`config.mk`:
```
export PLATFORM = sky130hd
export DESIGN_NAME = filter_scan_ctrl
export DESIGN_NICKNAME = d
export VERILOG_FILES = /design/src/rtl/filter_scan_pkg.sv /design/src/rtl/filter_evt_fifo.sv /design/src/rtl/filter_scan_ctrl.sv
export SDC_FILE = /design/constraint.sdc
export NUM_CORES = 1
export LEC_CHECK = 0
export BUFFER_PORTS_ARGS = -buffer_cell sky130_fd_sc_hd__buf_2
export CAP_MARGIN = 10
export CORE_MARGIN = 8
export CORE_UTILIZATION = 40
export CTS_CLUSTER_SIZE = 28
export DETAILED_ROUTE_END_ITERATION = 16
export PLACE_DENSITY = 0.55
export REMOVE_ABC_BUFFERS = 1
export SLEW_MARGIN = 30
export SYNTH_ARGS = -nofsm -noshare
export SYNTH_HDL_FRONTEND = slang
export SYNTH_HIERARCHICAL = 1
export SYNTH_SLANG_ARGS = --single-unit
```
`constraint.sdc`:
```
create_clock -name clk_i -period 14.5 [get_ports clk_i]
set_clock_uncertainty 0.15 [all_clocks]
set_input_delay 2.9 -clock clk_i [delete_from_list [all_inputs] [get_ports clk_i]]
set_output_delay 2.9 -clock clk_i [all_outputs]
set_load 0.01 [all_outputs]
```
`src/rtl/filter_scan_pkg.sv`:
```
// Shared types and default parameters for the scanned input filter.
package filter_scan_pkg;

  localparam int unsigned DefNumCh     = 8;
  localparam int unsigned DefCtrWidth  = 8;
  localparam int unsigned DefThreshVal = 3;
  localparam int unsigned DefEvtDepth  = 4;

  // Event channel field is sized for the widest supported channel count.
  localparam int unsigned EvtChW = 8;

  typedef struct packed {
    logic [EvtChW-1:0] ch;
    logic              val;
  } evt_t;

  localparam int unsigned EvtW = $bits(evt_t);

endpackage

```
`src/rtl/filter_evt_fifo.sv`:
```
// Synchronous valid/ready event queue; head reads as zero while empty.
module filter_evt_fifo
  import filter_scan_pkg::*;
#(
  parameter int unsigned Depth = DefEvtDepth
) (
  input  logic            clk_i,
  input  logic            rst_i,
  input  logic            push_i,
  input  logic [EvtW-1:0] wdata_i,
  input  logic            pop_i,
  output logic            valid_o,
  output logic [EvtW-1:0] rdata_o,
  output logic            full_o,
  output logic            empty_o,
  output logic            drop_o
);

  localparam int unsigned AddrW = $clog2(Depth);

  logic [AddrW-1:0] wr_ptr_q, rd_ptr_q;
  logic [AddrW:0]   cnt_q;
  logic [EvtW-1:0]  mem_q [Depth];
  logic             do_push, do_pop;

  assign empty_o = (cnt_q == '0);
  assign full_o  = (cnt_q == (AddrW + 1)'(Depth));
  assign valid_o = !empty_o;
  assign do_pop  = pop_i && !empty_o;
  // A pop in the same cycle frees the slot, so a push on full is still taken.
  assign do_push = push_i && (!full_o || do_pop);
  assign drop_o  = push_i && !do_push;
  assign rdata_o = empty_o ? '0 : mem_q[rd_ptr_q];

  always_ff @(posedge clk_i) begin
    if (rst_i) begin
      wr_ptr_q <= '0;
      rd_ptr_q <= '0;
      cnt_q    <= '0;
    end else begin
      if (do_push) wr_ptr_q <= wr_ptr_q + AddrW'(1);
      if (do_pop)  rd_ptr_q <= rd_ptr_q + AddrW'(1);
      case ({do_push, do_pop})
        2'b10:   cnt_q <= cnt_q + (AddrW + 1)'(1);
        2'b01:   cnt_q <= cnt_q - (AddrW + 1)'(1);
        default: cnt_q <= cnt_q;
      endcase
    end
  end

  always_ff @(posedge clk_i) begin
    if (do_push) mem_q[wr_ptr_q] <= wdata_i;
  end

endmodule

```
`src/rtl/filter_scan_ctrl.sv`:
```
// Round-robin debounce filter: one shared counter datapath visits a channel per enabled cycle
// and queues an event whenever a channel's stored value changes.
module filter_scan_ctrl
  import filter_scan_pkg::*;
#(
  parameter int unsigned NumCh     = DefNumCh,
  parameter int unsigned CtrWidth  = DefCtrWidth,
  parameter int unsigned DefThresh = DefThreshVal,
  parameter int unsigned EvtDepth  = DefEvtDepth,
  localparam int unsigned ChW      = $clog2(NumCh)
) (
  input  logic                clk_i,
  input  logic                rst_i,
  input  logic [NumCh-1:0]    raw_i,
  input  logic                scan_en_i,
  input  logic                cfg_we_i,
  input  logic [ChW-1:0]      cfg_ch_i,
  input  logic                cfg_en_i,
  input  logic [CtrWidth-1:0] cfg_thresh_i,
  output logic [NumCh-1:0]    filt_o,
  output logic                evt_valid_o,
  input  logic                evt_ready_i,
  output logic [ChW-1:0]      evt_ch_o,
  output logic                evt_val_o,
  output logic                ovf_o,
  input  logic                ovf_clr_i
);

  logic [ChW-1:0]      idx_q, idx_nxt;
  logic [NumCh-1:0]    sample_q, stored_q, en_q;
  logic [CtrWidth-1:0] ctr_q    [NumCh];
  logic [CtrWidth-1:0] thresh_q [NumCh];
  logic                ovf_q;

  logic                cur_raw, upd, push, cfg_hit, drop;
  logic [CtrWidth-1:0] ctr_cur, thr_cur, ctr_nxt;
  evt_t                push_evt, head_evt;
  logic                fifo_full, fifo_empty;

  always_comb begin
    cur_raw = raw_i[idx_q];
    ctr_cur = ctr_q[idx_q];
    thr_cur = thresh_q[idx_q];
    if (cur_raw != sample_q[idx_q]) begin
      ctr_nxt = '0;
    end else if (ctr_cur == thr_cur) begin
      ctr_nxt = ctr_cur;
    end else begin
      ctr_nxt = ctr_cur + CtrWidth'(1);
    end
    upd     = (ctr_nxt == thr_cur) && (cur_raw != stored_q[idx_q]);
    push    = scan_en_i && upd;
    idx_nxt = (idx_q == ChW'(NumCh - 1)) ? '0 : idx_q + ChW'(1);
    cfg_hit = cfg_we_i && (32'(cfg_ch_i) < NumCh);
    push_evt.ch  = EvtChW'(idx_q);
    push_evt.val = cur_raw;
  end

  always_ff @(posedge clk_i) begin
    if (rst_i) begin
      idx_q    <= '0;
      sample_q <= '0;
      stored_q <= '0;
      en_q     <= '0;
      for (int i = 0; i < NumCh; i++) begin
        ctr_q[i]    <= '0;
        thresh_q[i] <= CtrWidth'(DefThresh);
      end
    end else begin
      if (scan_en_i) begin
        sample_q[idx_q] <= cur_raw;
        ctr_q[idx_q]    <= ctr_nxt;
        if (upd) stored_q[idx_q] <= cur_raw;
        idx_q <= idx_nxt;
      end
      // Placed after the visit so a config write to the visited channel wins on ctr.
      if (cfg_hit) begin
        en_q[cfg_ch_i]     <= cfg_en_i;
        thresh_q[cfg_ch_i] <= cfg_thresh_i;
        ctr_q[cfg_ch_i]    <= '0;
      end
    end
  end

  filter_evt_fifo #(
    .Depth (EvtDepth)
  ) u_evt_fifo (
    .clk_i   (clk_i),
    .rst_i   (rst_i),
    .push_i  (push),
    .wdata_i (push_evt),
    .pop_i   (evt_ready_i),
    .valid_o (evt_valid_o),
    .rdata_o (head_evt),
    .full_o  (fifo_full),
    .empty_o (fifo_empty),
    .drop_o  (drop)
  );

  // A drop outranks a same-cycle clear so no lost event goes unreported.
  always_ff @(posedge clk_i) begin
    if (rst_i) begin
      ovf_q <= 1'b0;
    end else if (drop) begin
      ovf_q <= 1'b1;
    end else if (ovf_clr_i) begin
      ovf_q <= 1'b0;
    end
  end

  assign filt_o    = (en_q & stored_q) | (~en_q & raw_i);
  assign evt_ch_o  = head_evt.ch[ChW-1:0];
  assign evt_val_o = head_evt.val;
  assign ovf_o     = ovf_q;

endmodule

```
==> flow_summary.ini, run 1 <==
[outcome]
outcome = finished clean

[finish]
syn_to_final_growth_pct = 11.5
multiInputGateArea_mm2 = 0.00429
drive_above_1_share = 0.190
post-route-util = 0.451
seqCellArea_mm2 = 0.00449
num-fill-cells = 2125
nets = 926
num_antenna_cells = 0

[cts]
clk_path_buf_depth = 2
cts.sinks = 184
clkSlewWorstSetupHoldPaths_ns = 0.07
worstSkewPairLatency_ns = 0.44
cts_buffers = 17
root_buffer = clkbuf_16
postCtsResizedCells = 0
cts_tree = yes
cts_hold_buf = 0
post_cts_buffers = 0
htree_num_levels = 4

[placed_design]
routabilityCongestion = 0.903
io_buffer_count = 39
dp_hpwl_um = 15900

[synth]
synth_warnings = 6
netlist_instances = 865
netlist_area_mm2 = 0.00911
synth_area_per_cell_um2 = 10.5

[pwr]
peakVddDrop_v = 0.0000726
power_density_mw_per_mm2 = 116
p_leak_uw = 0.00332
finalPower_uw = 1180

[sta]
report.final.slew_viol_count = 0
period_share = 0.505
tightest_slew_ns = 0.996
tns_ns = 0
fmax_mhz = 136
setup_violations = 0
hold_viol = 0
max-slew-margin-rel = 0.334
fin_crit_ns = 7.33
rsz0062_at_grt = false
worst_hold_slack_ns = 0.302

[floorplanning]
start_util = 0.405
die_area_mm2 = 0.0279
dieWidth_um = 167
fp-row-count = 55
io_pins = 40
coreArea_mm2 = 0.0225
chipHeight_um = 167

[worst_setup_path]
crit_fanout = 23
critPathMaxStageDelay_ns = 0.75
critPathLaunchType = primary input
worstSetupPathType = in -> reg
cp_cell_sequence = buf_2 > mux4_2 > mux2_2 > xor2_1 > nand4_1 > and3b_1 > nor4_4 > nand2_1 > nor3_1 > o21a_4 > inv_1 > ha_1 > inv_1 > fa_1 > xor2_1 > or3_2 > a21oi_1
end_kind = flop
worstPathArrival_ns = 7.53
reg2reg_to = u_evt_fifo/cnt_q[2]
path_buf_inv = 3
r2r.worst_path.cells = 18
crit_required_ns = 14.70
cpMaxStageDelayCell = nor4_4
reg2reg_slack_ns = 8.54
path_delay_family = simple AND/OR/NAND/NOR gates

[detailed_routing]
wl_per_cell_um = 20.3
vias = 6564
drtIter0Drc = 372
drt_wl_total_um = 24100
drt_pass1_iterations = 5
viasPerCell = 5.52
antenna_left = 0
drc = 0

[hold_path]
hold_depth = 2
hold_path.class = reg -> reg
hp-start = ctr_q[4][0]
whs_endpoint = ctr_q[4][0]

[grt]
antenna_found_initial = 0
track_usage = 0.175
grt_max_degree = 41
grt_pass1_wl_um = 37700
grt_pass1_vias = 6401
overflow = 0

[flow_run]
max_cap_violations = 0
-- sequential cells by signal, indices dropped and copies added, names as in the netlist, 3 cells and up, named ones only --
name              cells
ctr_q                64
thresh_q             64
u_evt_fifo/mem_q     16
en_q                  8
sample_q              8
stored_q              8
idx_q                 3
u_evt_fifo/cnt_q      3
-- per-stage QoR --
stage | instance area, µm² | worst slack (ns) | instances
final | 10200 | 7.17 | 1189
after global routing | 10200 | 6.87 | 1189
after CTS | 10200 | 7.19 | 1189
after detailed placement | 9540 | 6.78 | 1157
after global placement | 9530 | 6.92 | 1157
after floorplan | 8880 | 7.38 | 820
-- worst max-delay path by stage --
| stage | start | endpoint | slack, ns | cells after the start |
|---|---|---|---|---|
| 4_1_cts | raw_i[7] | u_evt_fifo/cnt_q[2] | 7.19 | 17 |
| 3_5_place_dp | raw_i[7] | u_evt_fifo/cnt_q[2] | 6.78 | 17 |
| 3_3_place_gp | raw_i[3] | u_evt_fifo/cnt_q[2] | 6.92 | 17 |
| 2_1_floorplan | raw_i[7] | u_evt_fifo/cnt_q[2] | 7.38 | 16 |
| 6_report | raw_i[7] | u_evt_fifo/cnt_q[2] | 7.17 | 17 |
| 5_1_grt | raw_i[3] | u_evt_fifo/cnt_q[2] | 6.87 | 17 |
-- worst register-to-register path: stages, from the launching register on --
cell     delay, ns
dfxtp_2       0.31
buf_4         0.58
mux4_2        0.67
mux2_2        0.36
xor2_1        0.19
nor4_2        0.62
nand4_1       0.23
and3b_1       0.26
nor4_4        0.75
nand2_1       0.10
nor3_1        0.31
o21a_4        0.23
inv_1         0.05
ha_1          0.22
inv_1         0.08
fa_1          0.17
xor2_1        0.07
or3_2         0.41
a21oi_1       0.14
-- where the power goes --
group          switching [µW]  internal (µW)  leakage [µW]
logic                    81.9           44.1       0.00141
registers                5.12            555       0.00161
clock network             226            265      0.000303
total                     313            864       0.00332
-- layer usage --
layer | up-vias | track usage | routed length (µm)
met2 | 166 | 0.299 | 12000
met3 | 23 | 0.0258 | 903
met4 | 0 | 0.0494 | 303
met1 | 3227 | 0.227 | 10900
met5 | - | 0 | 0
li1 | 3148 | - | -
-- cells in the final DEF, fill, tap and decap left out, types with 9 or more instances in the layout --
cell type	count
nand2_1	158
dfxtp_1	103
a21oi_1	86
edfxtp_1	80
and2_1	52
nor2_1	44
buf_2	39
mux4_2	38
inv_1	29
mux2_2	20
o21ai_0	17
clkbuf_16	17
or3_1	16
a211oi_1	14
nand4_1	14
buf_4	13
nor3_1	12
nand2b_1	12
xnor2_1	10
mux2i_1	9
nor2b_1	9
-- layout make-up --
class,instances,area share
tap,285,0.0351
inverter,29,0.0107
sequential,184,0.442
clock buffer,17,0.0419
multi-input combinational,607,0.423
timing repair buffer,52,0.0288
clock inverter,15,0.0192
Note: power is estimated with default switching activity, not from simulation.
==> run 2: changes to the inputs <==
PLACE_DENSITY = 0.57   (was 0.55)
clock period = 6.11 ns   (was 14.5 ns; I/O delays follow)
==> flow_summary.ini, run 2 (synthesis gave the netlist of run 1 again) <==
[finish]
reg_top3 = ctr_q: 64 flops, thresh_q: 64 flops, u_evt_fifo/mem_q: 16 flops
final_common_cell = nand2_1
post-route-util = 0.452
nets = 929
num_antenna_cells = 0
drive_above_1_share = 0.193
syn_to_final_growth_pct = 11.6
fin_cells = 1192
final_cell_mix = nand2_1 (158), dfxtp_1 (103), a21oi_1 (86)

[placed_design]
dp_cells = 1160
io_buffer_count = 39
pre_cts_ws_ns = 0.631
dp_hpwl_um = 16000
routabilityCongestion = 0.837

[detailed_routing]
vias = 6546
drt_pass1_iterations = 7
antenna_left = 0
drtIter0Drc = 411
viasPerCell = 5.49
drc = 0
drt_wl_total_um = 23700
wl_per_cell_um = 19.9

[grt]
grtUsageMet1 = 0.223
use_met2 = 0.292
met3_usage = 0.0310
track_usage = 0.173
busiest_layer = met2
grt_max_degree = 41
grt_pass1_vias = 6536
overflow = 0
grt_pass1_wl_um = 37500
antenna_found_initial = 1

[flow_run]
max_cap_violations = 0

[floorplanning]
fp-row-count = 55
io_pins = 40
dieWidth_um = 167
start_util = 0.405
coreArea_mm2 = 0.0225
chipHeight_um = 167
die_area_mm2 = 0.0279

[sta]
rsz0062_at_grt = false
tightest_slew_ns = 0.902
timing.final.ws_setup_ns = 0.858
max-slew-margin-rel = 0.397
period_share = 0.860
hold_viol = 0
tns_ns = 0
setup_violations = 0
fin_crit_ns = 5.25
fmax_mhz = 190
report.final.slew_viol_count = 0

[worst_setup_path]
path_delay_family = simple AND/OR/NAND/NOR gates
reg2reg_slack_ns = 0.86
reg2reg_to = u_evt_fifo/cnt_q[2]
crit_required_ns = 6.31
path_buf_inv = 3
worstPathArrival_ns = 5.46
cp_cell_sequence = buf_4 > mux2i_1 > xnor2_1 > nor4_2 > nand4_1 > and3b_1 > nor4_4 > nand2_1 > nor3_1 > o21a_4 > inv_1 > ha_1 > inv_1 > fa_1 > xor2_1 > or3_2 > a21oi_1
r2r.worst_path.cells = 17
cpMaxStageDelayCell = dfxtp_1
path_depth = 17
end_kind = flop
cp_common_cell = inv_1
crit_end = u_evt_fifo/cnt_q[2]
crit_fanout = 15
critPathLaunchType = flop
worstSetupPathType = reg -> reg
critPathMaxStageDelay_ns = 0.87

[pwr]
power.sequential.fraction = 0.487
peakVddDrop_v = 0.000174
clkPwrFrac = 0.402
p_leak_uw = 0.00333
power_density_mw_per_mm2 = 269
p_switching_uw = 758
pwr-share-comb = 0.111
finalPower_uw = 2740
internal_power_uw = 1980
switching_share = 0.277

[cts]
cts_hold_buf = 0
htree_num_levels = 4
clkSlewWorstSetupHoldPaths_ns = 0.08
cts_buffers = 17
worstSkewPairLatency_ns = 0.44
root_buffer = clkbuf_16
cts_tree = yes
cts.sinks = 184
postCtsResizedCells = 0
clk_path_buf_depth = 2
post_cts_buffers = 0

[outcome]
outcome = finished clean

[hold_path]
hold_path.class = reg -> reg
==> run 2: cell count changes in the layout (fill, tap and decap cells not counted), sizes merged <==
cell and change:
bufinv -2, clkinv +3, buf +3, clkinvlp -1
==> run 2: how the worst min path moves through the flow <==
stage	depth (start not counted)	start	endpoint
2_1_floorplan	2	sample_q[2]	sample_q[2]
3_3_place_gp	2	ctr_q[6][5]	ctr_q[6][5]
3_5_place_dp	2	ctr_q[4][2]	ctr_q[4][2]
4_1_cts	2	ctr_q[1][0]	ctr_q[1][0]
5_1_grt	2	ctr_q[1][4]	ctr_q[1][4]
6_report	2	ctr_q[6][2]	ctr_q[6][2]
==> run 2: cell type report <==
type                    count  area (µm²)
fillers                  2110       12300
flip-flops and latches    184        4490
multi-input cells         607        4300
clock buffers              17         425
well taps                 285         357
repair buffers             55         328
clock inverters            15         166
inverters                  29         109
==> run 2: routing by layer <==
layer / routed length, µm / part of all wire
met1: 10800 / 0.46
met2: 11700 / 0.49
met3: 822 / 0.035
met4: 371 / 0.016
met5: 0 / 0
==> run 2: power by group through the flow <==
stage               clock network (µW)  registers, µW  logic [µW]
finish                            1100           1330         303
floorplan                            0           1370         179
detailed placement                   0           1360         301
CTS                               1120           1330         303
global route                      1170           1340         328
global placement                     0           1360         301
==> run 2: per-stage QoR <==
step | hold slack (ns) | area [µm²]
floorplan | 0.277 | 8880
global placement | 0.289 | 9570
detailed placement | 0.296 | 9570
CTS | 0.307 | 10200
global route | 0.323 | 10200
finish | 0.305 | 10200
==> run 2: worst register-to-register path, delay by kind of cell, from the launching register on <==
kind	cells	cell delay, ns
simple gates	7	2.16
flops	1	0.87
mux	1	0.51
buf+inv	3	0.49
fa+ha+maj	2	0.39
compound gates	2	0.36
xor+xnor	2	0.25
==> run 3: changes to the inputs <==
MAX_ROUTING_LAYER = met4   (was unset)
==> flow_summary.ini, run 3 (synthesis gave the netlist of run 1 again) <==
[sta]
tns_ns = 0
hold_viol = 0
tightest_slew_ns = 0.927
fin_crit_ns = 5.27
report.final.slew_viol_count = 0
setup_violations = 0
rsz0062_at_grt = false
max-slew-margin-rel = 0.379
fmax_mhz = 190
period_share = 0.862
timing.final.ws_setup_ns = 0.843

[finish]
seqCellArea_mm2 = 0.00449
num_antenna_cells = 0
multiInputGateArea_mm2 = 0.00430
nets = 930
num-fill-cells = 2113
final_cell_mix = nand2_1 (158), dfxtp_1 (103), a21oi_1 (86)
syn_to_final_growth_pct = 11.6
final_common_cell = nand2_1
reg_top3 = ctr_q: 64 flops, thresh_q: 64 flops, u_evt_fifo/mem_q: 16 flops
drive_above_1_share = 0.193

[worst_setup_path]
worstPathArrival_ns = 5.46
crit_fanout = 15
crit_required_ns = 6.31
critPathLaunchType = flop
end_kind = flop
worstSetupPathType = reg -> reg

[detailed_routing]
viasPerCell = 5.47
drtIter0Drc = 393
wl_per_cell_um = 19.7
met3RoutedLength_um = 922
met2_length_um = 11500
wl_met1_um = 10600
vias = 6528
drt_pass1_iterations = 5
drt_wl_total_um = 23500
top_layer_used = met4
antenna_left = 0
drc = 0

[grt]
antenna_found_initial = 0
overflow = 0
grt_max_degree = 41
grt_pass1_vias = 6478
track_usage = 0.177
grt_pass1_wl_um = 37100

[cts]
postCtsResizedCells = 0
post_cts_buffers = 0
cts_tree = yes
cts_buffers = 17
clkSlewWorstSetupHoldPaths_ns = 0.07
clk_path_buf_depth = 2
htree_num_levels = 4
worstSkewPairLatency_ns = 0.43
cts_hold_buf = 0
root_buffer = clkbuf_16
cts.sinks = 184

[floorplanning]
start_util = 0.405
chipHeight_um = 167
fp-row-count = 55
dieWidth_um = 167
coreArea_mm2 = 0.0225
io_pins = 40
die_area_mm2 = 0.0279

[pwr]
power_density_mw_per_mm2 = 269
peakVddDrop_v = 0.000206
p_leak_uw = 0.00332

[placed_design]
io_buffer_count = 39
dp_hpwl_um = 16300
routabilityCongestion = 0.915
pre_cts_ws_ns = 0.578

[flow_run]
max_cap_violations = 0

[outcome]
outcome = finished clean

[hold_path]
hold_path.class = reg -> reg
-- run 3: cell type report --
class | instances | area share
flip-flops and latches | 184 | 0.441
multi-input cells | 607 | 0.422
clock inverters | 14 | 0.0155
repair buffers | 56 | 0.0330
clock buffers | 18 | 0.0422
inverters | 29 | 0.0107
well taps | 285 | 0.0351
-- run 3: layer usage --
metal	vias up	GRT usage
li1	3155	-
met1	3173	0.222
met2	166	0.287
met3	34	0.0203
met4	0	0.0693
met5	-	-
-- run 3: path summary, 6_finish.rpt --
check                         to  slack (ns)   startpoint  cells past startpoint
max reg2reg  u_evt_fifo/cnt_q[2]        0.84         flop                     17
min                  ctr_q[5][4]        0.30  ctr_q[5][4]                      2
min reg2reg          ctr_q[5][4]        0.30  ctr_q[5][4]                      2
max          u_evt_fifo/cnt_q[2]        0.84         flop                     17
-- run 3: worst max-delay path: stages (launching register included) --
cell and delay (ns):
dfxtp_1 0.91, nor2b_1 0.09, a22oi_1 0.57, nand3_1 0.28
a2111oi_4 0.66, nand2_1 0.25, a211oi_1 0.28, and4_1 0.28
nand2_1 0.08, nor3_1 0.25, o21a_4 0.22, inv_1 0.05
ha_1 0.21, inv_1 0.07, fa_1 0.19, xor2_1 0.07
or3_2 0.41, a21oi_1 0.16
-- run 3: power breakdown --
group	switching (µW)	internal (µW)	leakage (µW)	total (µW)
Clock	518	582	0.000278	1100
Sequential	15.7	1320	0.00161	1330
Combinational	195	110	0.00144	304
Total	729	2010	0.00332	2740
-- run 3: through the flow --
step	utilization	cells	area [µm²]	total power, µW	hold WS (ns)
floorplan	-	820	8880	1550	0.277
global placement	0.426	1161	9580	1660	0.289
detailed placement	0.426	1161	9580	1670	0.294
CTS	0.452	1193	10200	2760	0.304
global route	0.452	1193	10200	2830	0.320
finish	0.452	1193	10200	2740	0.304
